--- config.mk ---
export PLATFORM = sky130hd
export DESIGN_NAME = cell_draw_control
export DESIGN_NICKNAME = d
export VERILOG_FILES = /design/src/rtl/cell_draw_pkg.sv /design/src/rtl/cell_draw_control_beat_counter.sv /design/src/rtl/cell_draw_control.sv
export SDC_FILE = /design/constraint.sdc
export NUM_CORES = 1
export LEC_CHECK = 0
export BUFFER_PORTS_ARGS = -buffer_cell sky130_fd_sc_hd__buf_2
export CORE_MARGIN = 4
export CORE_UTILIZATION = 51
export CTS_BUF_LIST = sky130_fd_sc_hd__clkbuf_8
export DETAILED_ROUTE_END_ITERATION = 10
export GPL_ROUTABILITY_DRIVEN = 0
export PLACE_DENSITY = 0.89
export SLEW_MARGIN = 20
export SYNTH_ARGS = -nofsm -noshare
export SYNTH_HDL_FRONTEND = slang
export SYNTH_HIERARCHICAL = 1
export SYNTH_SLANG_ARGS = --single-unit
--- constraint.sdc ---
create_clock -name clk -period 2.1 [get_ports clk]
set_clock_uncertainty 0.15 [all_clocks]
set_input_delay 0.315 -clock clk [delete_from_list [all_inputs] [get_ports clk]]
set_output_delay 0.315 -clock clk [all_outputs]
set_load 0.02 [all_outputs]
--- src/rtl/cell_draw_pkg.sv ---
// Shared constants and state encoding for the Game-of-Life cell drawing controller.
package cell_draw_pkg;

   localparam int GRID_COLS  = 40;
   localparam int GRID_ROWS  = 30;
   localparam int DRAW_BEATS = 17;
   localparam int CELL_PIX   = 4;

   localparam int ROW_W  = 5;
   localparam int COL_W  = 6;
   localparam int BEAT_W = 5;
   localparam int DATA_W = 40;

   typedef enum logic [2:0] {
      IDLE  = 3'd0,
      FETCH = 3'd1,
      LOAD  = 3'd2,
      DRAW  = 3'd3,
      NEXT  = 3'd4,
      DONE  = 3'd5
   } state_t;

endpackage

--- src/rtl/cell_draw_control_beat_counter.sv ---
// Beat counter for the DRAW phase; mirrors the datapath's 17-state pixel counter.
module beat_counter
   import cell_draw_pkg::*;
(
   input  logic              clk,
   input  logic              reset,
   input  logic              clr,
   input  logic              en,
   output logic [BEAT_W-1:0] beat,
   output logic              last
);

   logic [BEAT_W-1:0] beat_q;
   logic [BEAT_W-1:0] beat_d;

   always_comb begin
      last   = (beat_q == BEAT_W'(DRAW_BEATS - 1));
      beat_d = beat_q;
      if (clr) begin
         beat_d = {BEAT_W{1'b0}};
      end else if (en) begin
         beat_d = last ? {BEAT_W{1'b0}} : beat_q + BEAT_W'(1);
      end else begin
         beat_d = beat_q;
      end
   end

   always_ff @(posedge clk or posedge reset) begin
      if (reset) begin
         beat_q <= {BEAT_W{1'b0}};
      end else begin
         beat_q <= beat_d;
      end
   end

   assign beat = beat_q;

endmodule

--- src/rtl/cell_draw_control.sv ---
// Frame-walking initiator: per cell it loads the datapath, then runs 17 enable
// beats of which beats 1..16 carry a valid pixel to the VGA adapter.
module cell_draw_control
   import cell_draw_pkg::*;
(
   input  logic              clk,
   input  logic              reset,
   input  logic              start,
   input  logic [DATA_W-1:0] row_data,
   output logic [ROW_W-1:0]  row_addr,
   output logic [COL_W-1:0]  col_addr,
   output logic              ld_x,
   output logic              ld_y,
   output logic              ld_c,
   output logic              enable,
   output logic              plot,
   output logic              busy,
   output logic              done,
   output logic [DATA_W-1:0] row_data_out
);

   state_t            state_q, state_d;
   logic [ROW_W-1:0]  row_q, row_d;
   logic [COL_W-1:0]  col_q, col_d;
   logic [DATA_W-1:0] rdo_q, rdo_d;
   logic [BEAT_W-1:0] beat_s;
   logic              beat_last_s;

   beat_counter u_beat (
      .clk   (clk),
      .reset (reset),
      .clr   (state_q == LOAD),
      .en    (state_q == DRAW),
      .beat  (beat_s),
      .last  (beat_last_s)
   );

   always_comb begin
      state_d = state_q;
      row_d   = row_q;
      col_d   = col_q;
      rdo_d   = rdo_q;
      case (state_q)
         IDLE: begin
            row_d = {ROW_W{1'b0}};
            col_d = {COL_W{1'b0}};
            if (start) begin
               state_d = FETCH;
            end else begin
               state_d = IDLE;
            end
         end
         FETCH: begin
            rdo_d   = row_data;
            state_d = LOAD;
         end
         LOAD: begin
            state_d = DRAW;
         end
         DRAW: begin
            if (beat_last_s) begin
               state_d = NEXT;
            end else begin
               state_d = DRAW;
            end
         end
         NEXT: begin
            if (col_q < COL_W'(GRID_COLS - 1)) begin
               col_d   = col_q + COL_W'(1);
               state_d = LOAD;
            end else if (row_q < ROW_W'(GRID_ROWS - 1)) begin
               col_d   = {COL_W{1'b0}};
               row_d   = row_q + ROW_W'(1);
               state_d = FETCH;
            end else begin
               state_d = DONE;
            end
         end
         DONE: begin
            row_d   = {ROW_W{1'b0}};
            col_d   = {COL_W{1'b0}};
            state_d = IDLE;
         end
         default: begin
            state_d = IDLE;
         end
      endcase
   end

   always_ff @(posedge clk or posedge reset) begin
      if (reset) begin
         state_q <= IDLE;
         row_q   <= {ROW_W{1'b0}};
         col_q   <= {COL_W{1'b0}};
         rdo_q   <= {DATA_W{1'b0}};
      end else begin
         state_q <= state_d;
         row_q   <= row_d;
         col_q   <= col_d;
         rdo_q   <= rdo_d;
      end
   end

   // Strobes decode from flops only; beat 0 is the datapath's post-clear beat, so no plot.
   always_comb begin
      ld_x   = (state_q == LOAD);
      ld_y   = (state_q == LOAD);
      ld_c   = (state_q == LOAD);
      enable = (state_q == DRAW);
      plot   = (state_q == DRAW) && (beat_s != {BEAT_W{1'b0}});
      busy   = (state_q != IDLE);
      done   = (state_q == DONE);
   end

   assign row_addr     = row_q;
   assign col_addr     = col_q;
   assign row_data_out = rdo_q;

endmodule

==> results.tsv <==
stage	metric	value	unit
outcome	status	finished clean	
floorplanning	start_util	52.8	%
floorplanning	num_rows	26	
critical_path	setup.worst_path.class	reg -> out	
synth	synth.avg_cell_area	12.5	um2
routing	wirelength	6.07	mm
pwr	power.share.combinational	8.4	%
synth	synth_commonest_cells	dfrtp_1 (59), mux2_2 (28), mux2_1 (13), nand2_1 (13)	
pwr	p_int	1.74	mW
flow_run	maxCapViolCount	0	
timing	setup_tns	0	ns
synth	synth_edf_count	0	
critical_path	crit_fanout	6	
clock_network	path_clk_slew	0.06	ns
synth	synth_most_common_cell	dfrtp_1	
pwr	ir_drop	0.000401	V
timing	hold_violations	0	
clock_network	post-cts-setup-buffers	0	
pwr	switchingPower	0.558	mW
critical_path	critPathTopFamily	simple AND/OR/NAND/NOR gates	
place	place_hpwl	4.54	mm
timing	rsz0062_at_grt	false	
synth	synthDistinctLibCells	45	
floorplanning	die_area	6520	um2
synth	ys.warnings.count	6	
routing	vias_per_cell	5.17	
pwr	power_density	660	nW/um2
critical_path	start_kind	flop	
pwr	p_clk_share	39.7	%
global_routing	grt-ovfl-total	0	
critical_path	critPathSlowestCell	or3_4	
routing	first_iter_violations	70	
timing	period_minus_slack	1.98	ns
finish	multiInputGateArea	1120	um2
hold_path	hold_class	in -> reg	
global_routing	antenna_found_initial	0	
clock_network	cts.htree.levels	3	
timing	finalMaxSlewViolations	0	
clock_network	cts_tree	done	
synth	syn_nets	263	
routing	ant_nets	0	
synth	synth_top_cell_by_area	dfrtp_1	
critical_path	reg2reg_from	col_addr[0]	
floorplanning	pin_count	101	
clock_network	numCtsBuffers	9	
finish	antenna_cells	0	
global_routing	grt_usage	19.0	%
critical_path	crit_buf_inv	2	
finish	nets	373	
floorplanning	core	5110	um2
finish	fillCellCount	377	
critical_path	required	1.63	ns
finish	regArea	1480	um2
pwr	p_leak	1.70	nW
synth	synth_seq_cells	59	
timing	tightest_slew	0.542	ns
routing	dr_total_vias	2073	
global_routing	grt_max_degree	41	
clock_network	clk_path_buf_depth	2	
critical_path	startpoint	state_q[1]	
synth	syn_area	2700	um2
routing	drc_errors	0	
timing	relSlewSlack	63.5	%
hold_path	hold_start	row_data[17]	
clock_network	cts.sinks	59	
synth	async_flop_share	100	%
timing	fin_crit_sh	94.5	%
finish	drive_above_1_share	50.2	%
critical_path	cp_slowest_stage_delay	0.43	ns
floorplanning	die_y	80.7	um
clock_network	cts_root_buffer	clkbuf_8	
synth	synth_cells	216	
timing	fin_hold_ws	0.0510	ns
finish	area_delta_synth_final	29.2	%
routing	drtPass1Iterations	5	
pwr	pwr-share-seq	51.9	%
place	portBuffers	100	
critical_path	cp_data_arrival_time	1.52	ns
global_routing	grt_pass1_vias	1941	
global_routing	grt_first_pass_wirelength	9.33	mm
critical_path	path_cells	inv_1 -> or3_4 -> a21oi_2 -> buf_2	
synth	ys_seq_area_share	54.7	%
pwr	swShare	24.3	%
clock_network	clk_latency	0.33	ns
synth	yosysTopAreaCellShare	54.7	%
routing	wl_per_cell	15.1	um
timing	fmax	504	MHz
critical_path	crit_path_end_kind	output port	
timing	setup_violations	0	
synth	synth_area_leaders	dfrtp_1 (55%), mux2_2 (12%), mux2_1 (5.4%)	
synth	synthFlopType	dfrtp_1	
floorplanning	die_x	80.7	um
-- registers in the layout, summed over array words and instances, names as in the netlist --
signal        count
col_addr          6
state_q           3
row_data_out     40
u_beat/beat       5
row_addr          5
-- worst reg2reg max path, stage by stage (launching register included) --
cell and delay [ns]:
dfrtp_1 0.42, ha_1 0.26, a211o_4 0.39, nand2_2 0.10, o31ai_2 0.11, a221o_1 0.36
-- cell families after synthesis --
group           synth area share, %
buf+inv                        4.17
compound gates                 8.95
flops                          54.7
simple gates                   11.4
fa+ha+maj                      1.85
mux                            19.0
-- layout make-up --
cell class / count / area share [%]
timing repair buffer: 108 / 16.5
clock buffer: 11 / 4.34
clock inverter: 5 / 0.826
inverter: 11 / 1.18
tap: 70 / 2.51
multi-input combinational: 137 / 32.3
sequential: 59 / 42.4
-- cell usage in the layout (no fill, tap or decap), drive strengths merged, types with 3 or more instances in the layout --
cell / count
buf: 107
dfrtp: 59
mux2: 41
nand2: 14
inv: 12
clkbuf: 11
nor2: 10
nand3: 8
o21ai: 8
mux2i: 5
a21oi: 5
and3: 4
ha: 4
nor3: 4
or3: 3
-- per-layer routing --
layer	vias up	global-route usage [%]	wire length [um]
met1	974	25.3	2620
met3	7	4.77	567
met2	99	29.6	2820
li1	993	-	-
met4	0	8.11	63
met5	-	0	0
-- worst paths after layout --
| check | slack [ns] | endpoint | depth (start not counted) |
|---|---|---|---|
| worst max-delay path | 0.12 | plot | 4 |
| worst min-delay path | 0.05 | row_data_out[17] | 2 |
| worst max register to register | 0.19 | col_addr[4] | 5 |
| worst min register to register | 0.33 | row_data_out[22] | 1 |
| max in group asynchronous | 0.81 | row_data_out[30] | 4 |
| min in group asynchronous | 0.29 | u_beat/beat[1] | 3 |
-- power by group through the flow --
stage / registers (mW) / clock network (mW) / logic [mW]
floorplan: 1.26 / 0 / 0.0476
global route: 1.20 / 0.987 / 0.211
finish: 1.19 / 0.913 / 0.194
CTS: 1.19 / 0.937 / 0.198
detailed placement: 1.21 / 0 / 0.196
global placement: 1.21 / 0 / 0.191
-- through the flow --
stage | power (mW) | std cells | area [um2] | setup slack [ns] | utilization [%]
after floorplan | 1.31 | 216 | 2700 | 0.0550 | -
after global placement | 1.40 | 384 | 3290 | 0.267 | 64.4
after detailed placement | 1.41 | 384 | 3290 | 0.190 | 64.4
after CTS | 2.33 | 401 | 3480 | 0.0377 | 68.1
after global routing | 2.39 | 401 | 3490 | 0.0363 | 68.3
final | 2.30 | 401 | 3490 | 0.115 | 68.3
-- timing repair --
action,4_1_cts,5_1_grt
gates resized for setup,0,3
endpoints found under the hold margin,23,0
hold buffers,1,0
endpoints found under the setup margin,0,2
(Power assumes the default switching activity.)
